--- config.mk ---
export PLATFORM = sky130hd
export DESIGN_NAME = bandpass_fir
export DESIGN_NICKNAME = d
export VERILOG_FILES = /design/src/rtl/bandpass_fir_pkg.sv /design/src/rtl/bpf_preadd_mult.sv /design/src/rtl/bandpass_fir.sv
export SDC_FILE = /design/constraint.sdc
export NUM_CORES = 2
export LEC_CHECK = 0
export ABC_AREA = 1
export CAP_MARGIN = 10
export CORE_ASPECT_RATIO = 2
export CORE_UTILIZATION = 42
export DETAILED_ROUTE_END_ITERATION = 8
export PLACE_DENSITY = 0.58
export SYNTH_ARGS = -nofsm -noshare
export SYNTH_HDL_FRONTEND = slang
export SYNTH_SLANG_ARGS = --single-unit
export TNS_END_PERCENT = 1
--- constraint.sdc ---
create_clock -name clk -period 5.85 [get_ports clk]
set_input_delay 1.17 -clock clk [delete_from_list [all_inputs] [get_ports clk]]
set_output_delay 1.17 -clock clk [all_outputs]
set_load 0.01 [all_outputs]
--- src/rtl/bandpass_fir_pkg.sv ---
// Shared constants and the half-coefficient table for the fs/4 band-pass FIR.
// The table holds h[0..15]; the filter is symmetric so h[30-n] == h[n].
package bandpass_fir_pkg;

    localparam int COEF_W     = 16;
    localparam int FRAC_SHIFT = 15;
    localparam int ACC_W      = 16 + COEF_W + 5;

    function automatic logic signed [COEF_W-1:0] half_coef(input int idx);
        logic signed [COEF_W-1:0] c;
        case (idx)
            15:      c = 16'sd16384;
            13:      c = -16'sd10560;
            11:      c = 16'sd3072;
            9:       c = -16'sd1024;
            7:       c = 16'sd512;
            5:       c = -16'sd256;
            3:       c = 16'sd128;
            1:       c = -16'sd64;
            default: c = 16'sd0;
        endcase
        return c;
    endfunction

endpackage

--- src/rtl/bpf_preadd_mult.sv ---
// Registered signed (a + b) * coef for one symmetric tap pair of the band-pass FIR.
module bpf_preadd_mult
    import bandpass_fir_pkg::*;
#(
    parameter int DATA_W = 16,
    parameter int CW     = COEF_W
) (
    input  logic                 clk,
    input  logic                 rst,
    input  logic [DATA_W-1:0]    a,
    input  logic [DATA_W-1:0]    b,
    input  logic [CW-1:0]        coef,
    output logic [DATA_W+CW:0]   prod
);

    localparam int PROD_W = DATA_W + CW + 1;

    logic signed [DATA_W:0]   sum_s;
    logic signed [PROD_W-1:0] prod_d;
    logic signed [PROD_W-1:0] prod_q;

    // Pre-add with one guard bit, then multiply by the pair coefficient
    always_comb begin
        sum_s  = $signed({a[DATA_W-1], a}) + $signed({b[DATA_W-1], b});
        prod_d = PROD_W'(sum_s) * PROD_W'($signed(coef));
    end

    // Product register
    always_ff @(posedge clk) begin
        if (!rst) begin
            prod_q <= {PROD_W{1'b0}};
        end else begin
            prod_q <= prod_d;
        end
    end

    assign prod = prod_q;

endmodule

--- src/rtl/bandpass_fir.sv ---
// Streaming 31-tap linear-phase band-pass FIR centred at fs/4 with DC and Nyquist nulls.
// Pipeline: delay line -> pair products -> accumulate -> round/saturate; three cycles input to output.
module bandpass_fir
    import bandpass_fir_pkg::*;
#(
    parameter int DATA_W  = 16,
    parameter int TAP_CNT = 31,
    parameter int GAIN_W  = 4
) (
    input  logic                     clk,
    input  logic                     rst,
    input  logic                     valid_in,
    input  logic [DATA_W-1:0]        data_in,
    output logic                     valid_out,
    output logic [DATA_W+GAIN_W-1:0] data_out
);

    localparam int OUT_W  = DATA_W + GAIN_W;
    localparam int PROD_W = DATA_W + COEF_W + 1;
    localparam int SUM_W  = ACC_W + DATA_W - 16;
    localparam int N_MULT = 8;

    localparam logic signed [SUM_W-1:0] ROUND_BIAS = SUM_W'(32'sd1) <<< (FRAC_SHIFT - 1);
    localparam logic signed [SUM_W-1:0] OUT_MAX    = (SUM_W'(32'sd1) <<< (OUT_W - 1)) - SUM_W'(32'sd1);
    localparam logic signed [SUM_W-1:0] OUT_MIN    = -(SUM_W'(32'sd1) <<< (OUT_W - 1));

    generate
        if (TAP_CNT != 31) begin : g_tap_check
            $error("bandpass_fir: coefficient table is fixed, only TAP_CNT=31 is supported");
        end
    endgenerate

    logic [DATA_W-1:0]       x_q [TAP_CNT];
    logic [DATA_W-1:0]       x_d [TAP_CNT];
    logic [2:0]              vld_q;
    logic [2:0]              vld_d;
    logic [PROD_W-1:0]       prod_s [N_MULT];
    logic signed [SUM_W-1:0] acc_d;
    logic signed [SUM_W-1:0] acc_q;
    logic signed [SUM_W-1:0] rnd_s;
    logic [OUT_W-1:0]        sat_s;
    logic                    valid_out_d;
    logic                    valid_out_q;
    logic [OUT_W-1:0]        data_out_d;
    logic [OUT_W-1:0]        data_out_q;

    // Delay-line shift on accepted samples and valid history
    always_comb begin
        x_d = x_q;
        if (valid_in) begin
            x_d[0] = data_in;
            for (int k = 1; k < TAP_CNT; k++) begin
                x_d[k] = x_q[k-1];
            end
        end else begin
            x_d = x_q;
        end
        vld_d = {vld_q[1:0], valid_in};
    end

    // Delay line and valid pipeline registers
    always_ff @(posedge clk) begin
        if (!rst) begin
            for (int k = 0; k < TAP_CNT; k++) begin
                x_q[k] <= {DATA_W{1'b0}};
            end
            vld_q <= 3'b000;
        end else begin
            x_q   <= x_d;
            vld_q <= vld_d;
        end
    end

    // Only odd taps are nonzero; the centre tap has no mirror partner
    for (genvar p = 0; p < N_MULT; p++) begin : g_pair
        localparam int N = 2 * p + 1;
        logic [DATA_W-1:0] mirror_s;
        if (N == TAP_CNT / 2) begin : g_centre
            assign mirror_s = {DATA_W{1'b0}};
        end else begin : g_side
            assign mirror_s = x_q[TAP_CNT-1-N];
        end
        bpf_preadd_mult #(
            .DATA_W (DATA_W),
            .CW     (COEF_W)
        ) u_pm (
            .clk  (clk),
            .rst  (rst),
            .a    (x_q[N]),
            .b    (mirror_s),
            .coef (half_coef(N)),
            .prod (prod_s[p])
        );
    end

    // Full-precision sum of the pair products
    always_comb begin
        acc_d = {SUM_W{1'b0}};
        for (int i = 0; i < N_MULT; i++) begin
            acc_d = acc_d + SUM_W'($signed(prod_s[i]));
        end
    end

    // Round half up, saturate, and update the output only for valid results
    always_comb begin
        rnd_s = (acc_q + ROUND_BIAS) >>> FRAC_SHIFT;
        if (rnd_s > OUT_MAX) begin
            sat_s = {1'b0, {(OUT_W-1){1'b1}}};
        end else if (rnd_s < OUT_MIN) begin
            sat_s = {1'b1, {(OUT_W-1){1'b0}}};
        end else begin
            sat_s = rnd_s[OUT_W-1:0];
        end
        valid_out_d = vld_q[2];
        if (vld_q[2]) begin
            data_out_d = sat_s;
        end else begin
            data_out_d = data_out_q;
        end
    end

    // Accumulator and output registers
    always_ff @(posedge clk) begin
        if (!rst) begin
            acc_q       <= {SUM_W{1'b0}};
            valid_out_q <= 1'b0;
            data_out_q  <= {OUT_W{1'b0}};
        end else begin
            acc_q       <= acc_d;
            valid_out_q <= valid_out_d;
            data_out_q  <= data_out_d;
        end
    end

    assign valid_out = valid_out_q;
    assign data_out  = data_out_q;

endmodule

# [After elaboration in Yosys (flattened, before gate mapping)]
# Index checks and enable logic that the tools add are counted.
[totals] input_bits=19 latchBits=0 mem_bits_rw=0 wordCells=74 regBits=782 memories=0 mem_bits_ro=0 out_inout_bits=21
[op_classes] add_sub_neg=18 n_reduce_logical=0 bitwise_logic=0 n_shift=0 multipliers=2 n_eq_ne=0 mux=2 order_cmp=2 div_mod_pow=0
[ops] operator="adder 16 x 16 -> 17 bit" count=7
[ops] operator="adder 37 x 30 -> 37 bit" count=2
[ops] operator="two-way mux 20 bit" count=2
[ops] operator="adder 36 x 33 -> 37 bit" count=1
[ops] operator="adder 37 x 16 -> 37 bit, second input constant" count=1
[ops] operator="adder 37 x 32 -> 37 bit" count=1
[ops] operator="adder 35 x 26 -> 36 bit" count=1
[ops] operator="adder 34 x 33 -> 35 bit" count=1
[ops] operator="adder 33 x 24 -> 34 bit" count=1
[ops] operator="negation 17 -> 27 bit" count=1
[ops] operator="multiplier 17 x 9 -> 26 bit, second input constant" count=1
[ops] operator="negation 17 -> 25 bit" count=1
[ops] operator="negation 17 -> 23 bit" count=1
[ops] operator="> comparator 22 x 20 -> 1 bit, second input constant" count=1
[ops] operator="< comparator 22 x 20 -> 1 bit, second input constant" count=1
[ops] operator="multiplier 17 x 3 -> 20 bit, second input constant" count=1

# [Logic depth before layout (Yosys ltp)]
[depth] ltp_word=7 depth_mapped=34 depth_no_buf=33

# [Modules after synthesis]
# A second synthesis with hierarchy kept.
[unflattened] cells_unflattened=16861 area_unflattened_um2=128032.8
[by_module_without_submodules] module="bpf_preadd_mult (g_pair[2].u_pm ...)" area_each_um2=12793.5 cells_each=1697 seq_area_each_um2=660.6 n_inst=4
[by_module_without_submodules] module="bandpass_fir" area_each_um2=26135.1 cells_each=3418 seq_area_each_um2=10550.1 n_inst=1
[by_module_without_submodules] module="bpf_preadd_mult (g_pair[6].u_pm)" area_each_um2=12787.3 cells_each=1699 seq_area_each_um2=660.6 n_inst=1
[by_module_without_submodules] module="bpf_preadd_mult (g_pair[0].u_pm)" area_each_um2=12700.9 cells_each=1668 seq_area_each_um2=660.6 n_inst=1
[by_module_without_submodules] module="bpf_preadd_mult (g_pair[7].u_pm)" area_each_um2=12697.2 cells_each=1655 seq_area_each_um2=660.6 n_inst=1
[by_module_without_submodules] module="bpf_preadd_mult (g_pair[1].u_pm)" area_each_um2=12538.3 cells_each=1633 seq_area_each_um2=660.6 n_inst=1

# [Worst setup path before layout]
# Ideal clock, no wire load.
[synth_timing] path_type="register -> register" startpoint="register x_q (netlist bit g_pair[6].mirror_s[0])" endpoint="register g_pair[6].u_pm.prod_q[27]" stages_incl_launch_ff=29 arrival_ns=5.173 period_less_slack_ns=5.288 setup_time_ns=0.115 required_ns=5.735 setup_slack_ns=0.562 path_buffers=0 cell_sequence="dfxtp_1 > ha_1 > inv_1 > fa_1 > nand3b_1 > nand2_1 > nand2_1 > nand2_2 > nand2_1 > nand2_2 > a21oi_1 > xor2_1 > inv_1 > ha_1 > inv_1 > fa_1 > inv_1 > fa_1 > fa_1 > ha_1 > ha_1 > a21oi_1 > o21a_1 > a21boi_0 > inv_1 > nand2_1 > nand3_1 > nand2_1 > nor2_1"
[synth_via] elab_chain_len=2
[synth_rtl] element="start: declaration" line_no="bandpass_fir.sv:33" text="logic [DATA_W-1:0] x_q [TAP_CNT];"
[synth_rtl] element="start signal: indexed assignment" line_no="bandpass_fir.sv:65" text="x_q[k] <= {DATA_W{1'b0}};"
[synth_rtl] element="adder 16 x 16 -> 17 bit" line_no="bpf_preadd_mult.sv:24" text="sum_s = $signed({a[DATA_W-1], a}) + $signed({b[DATA_W-1], b});"
[synth_rtl] element="multiplier 17 x 9 -> 26 bit" line_no="bpf_preadd_mult.sv:25" text="prod_d = PROD_W'(sum_s) * PROD_W'($signed(coef));"
[synth_rtl] element="end signal: assignment" line_no="bpf_preadd_mult.sv:31" text="prod_q <= {PROD_W{1'b0}};"
[synth_rtl] element="end signal: assignment" line_no="bpf_preadd_mult.sv:33" text="prod_q <= prod_d;"
[synth_rtl] element="end: declaration" line_no="bpf_preadd_mult.sv:20" text="logic signed [PROD_W-1:0] prod_q;"
# No other way between the ends.
# A chain may end at the register's enable or synchronous reset.

# [Worst setup path after layout]
[layout_timing] startpoint="register x_q (netlist bit g_pair[6].mirror_s[0])" endpoint="register g_pair[6].u_pm.prod_q[28]"
# The elaborated chain is that of the path after synthesis.

==> reports/results.tsv <==
metric	value	unit
final_hold_viol_count	0	
synth_top_area_share	36.9	%
drive_above_1_share	6.40	%
yosysTopAreaCell	dfxtp_1	
final_core_util	47.6	%
numCtsBuffers	67	
placement_rows	155	
cts_tree	built	
overflow	0	
drt_iter0_drc	1786	
cts_buffer_depth	3	
end_kind	flip-flop	
gp_congestion	0.954	
maxCapViolCount	0	
yosys-top-cells-count	nor2_1 (809), dfxtp_1 (698), o21ai_0 (628)	
start_util	42.4	%
critPathSlowestCell	fa_1	
swShare	47.3	%
placed_area	39900	um^2
wire_per_inst	18.6	um
drv_slew	0	
cp_max_fo	4	
cp_data_arrival_time	6.04	ns
root_buffer	clkbuf_16	
synth_cell_types	54	
hpwlAfterDp	84600	um
synth-seq-area-share	36.9	%
drt-pass1-iter-count	6	
worstMarginPinSlew	1.10	ns
reg2reg_slack	0.32	ns
p_comb_share	62.5	%
syn-instance-count	4750	
io_buffers	39	
drc	2	
violations	design-rule violations	
rsz0062_at_grt	true	
finish.instance_area	42500	um^2
setup_ws	0.320	ns
p_leak	19.7	nW
grt_max_degree	224	
required	6.36	ns
yosys-top-cells-area	dfxtp_1 (37%), fa_1 (11%), ha_1 (10%), o21ai_0 (8.3%), nor2_1 (8.0%)	
htree_num_levels	3	
pin_count	40	
synth.yosys.warnings	0	
fin_skew	0.0401	ns
nets	5317	
async_flop_share	0	%
gr-usage-all-layers	24.5	%
critPathMaxStageDelay	0.50	ns
crit_type	flip-flop to flip-flop	
grt_pass1_vias	31073	
crit_top_cell	inv_1	
internal_power	14.7	mW
core	89400	um^2
holdCritPathClass	flip-flop to flip-flop	
period_needed	5.53	ns
syn_area	37900	um^2
powerDensity	656	nW/um^2
ys_ff_latch	698	
synthToLayoutAreaGrowth	12.2	%
clk_pin_slew	0.08	ns
final.setup.tns	0	ns
antenna_found_initial	0	
final_cells	6007	
sequentialPowerShare	20.5	%
drt_wl_total	112000	um
setup_viol_count_final	0	
insertion_delay	0.66	ns
p_switching	13.2	mW
dp.cells	5883	
synth_most_common_cell	nor2_1	
synth_ff_type	dfxtp_1	
peakVddDrop	0.512	mV
cp-start-kind	flip-flop	
clkPwrFrac	17.0	%
synth-edff-count	0	
status	finished, violations left	
ff2ff_path_depth	28	
syn_nets	5290	
postSynthAreaPerCell	7.98	um^2
max_freq	0.181	GHz
finalCritPeriodShare	94.5	%
drtAntennaViolNets	0	
grt_pass1_wl	173000	um
hold_depth	2	
pre_cts_slack	-0.0864	ns
avgViaCountPerCell	5.10	
via_count	30662	
die_y	427	um
clock-sinks	698	
dieArea	91500	um^2
die_width	214	um
relSlewSlack	26.6	%
[through the flow]
step                hold slack, ns  power, mW
CTS                          0.426       27.5
floorplan                    0.390       16.1
global placement             0.405       22.6
finish                       0.419       27.9
detailed placement           0.408       22.5
global route                 0.460       30.1
[cell usage in the layout (no fill, tap or decap), types with 10 or more instances in the layout]
master / synthesis / final
dfxtp_1: 698 / 695
nand3_1: 121 / 121
ha_4: 0 / 13
a21oi_2: 11 / 16
xor2_1: 33 / 33
fa_1: 211 / 210
nand2_1: 480 / 477
o22ai_1: 16 / 16
buf_4: 0 / 98
clkbuf_16: 0 / 69
a21boi_0: 14 / 13
nor2_1: 809 / 801
clkbuf_8: 0 / 10
inv_1: 561 / 561
o21a_1: 26 / 26
ha_1: 310 / 297
nor2_2: 3 / 11
clkdlybuf4s50_1: 0 / 37
nor3_1: 23 / 20
nand2_2: 10 / 13
clkbuf_1: 158 / 11
a21oi_1: 467 / 461
o21bai_1: 19 / 18
o21ai_0: 628 / 625
xnor2_1: 10 / 10
nand4_1: 22 / 22
a21o_1: 13 / 13
[power by group through the flow]
stage | combinational [mW] | clock (mW) | sequential [mW]
final | 17.4 | 4.74 | 5.72
after CTS | 16.9 | 4.86 | 5.73
after floorplan | 10.5 | 0 | 5.68
after global routing | 19.3 | 5.02 | 5.78
after detailed placement | 16.7 | 0 | 5.83
after global placement | 16.7 | 0 | 5.83
[worst max-delay path, delay by kind of cell, from the launching register on]
family	cells	cell delay [ns]
adder cells (fa/ha/maj)	8	2.90
AND/OR/NAND/NOR	9	0.87
XOR/XNOR	1	0.18
buffers and inverters	6	0.58
AO/OA/AOI/OAI	4	0.47
flip-flops	1	0.37
[logic make-up after synthesis]
| group | after synthesis | share of synthesized area, % |
|---|---|---|
| simple gates | 1505 | 16.0 |
| flops | 698 | 36.9 |
| fa+ha+maj | 521 | 21.4 |
| compound gates | 1226 | 17.1 |
| buf+inv | 754 | 7.59 |
| xor+xnor | 46 | 1.12 |
[layer usage]
layer | vias to the layer above | part of all wire [%] | track usage, %
met5 | - | 0 | 0
met4 | 0 | 6.2 | 14.5
met3 | 258 | 2.1 | 2.29
met2 | 497 | 56 | 49.2
met1 | 14375 | 36 | 23.9
li1 | 15532 | - | -
[worst paths after layout]
kind / end / startpoint
setup / recovery: g_pair[6].u_pm.prod[28] / g_pair[6].mirror_s[0]
hold / removal: vld_q[1] / vld_q[0]
setup reg to reg: g_pair[6].u_pm.prod[28] / g_pair[6].mirror_s[0]
hold reg to reg: vld_q[1] / vld_q[0]
[flip-flops by register name, indices dropped and copies added, names as in the netlist]
signal	count
data_out	20
g_pair.mirror_s	112
acc_q	23
x_q	368
g_pair.u_pm.prod	171
vld_q	3
valid_out	1
[area by class of cell]
class / count / area, um^2
inverter: 569 / 2140
multi-input combinational: 3298 / 21300
tap: 1177 / 1470
sequential: 698 / 14000
fill: 8926 / 46900
clock buffer: 90 / 1910
timing repair buffer: 143 / 1260
clock inverter: 31 / 458
antenna: 1 / 2.50
[repair_timing]
| action | 4_1_cts | 5_1_grt |
|---|---|---|
| pin swaps | 0 | 9 |
| gates resized for setup | 5 | 47 |
| setup endpoints to repair | 7 | 16 |
| hold buffers | 0 | 0 |
| buffers inserted | 0 | 2 |
Power figures use the tool's default switching activity.
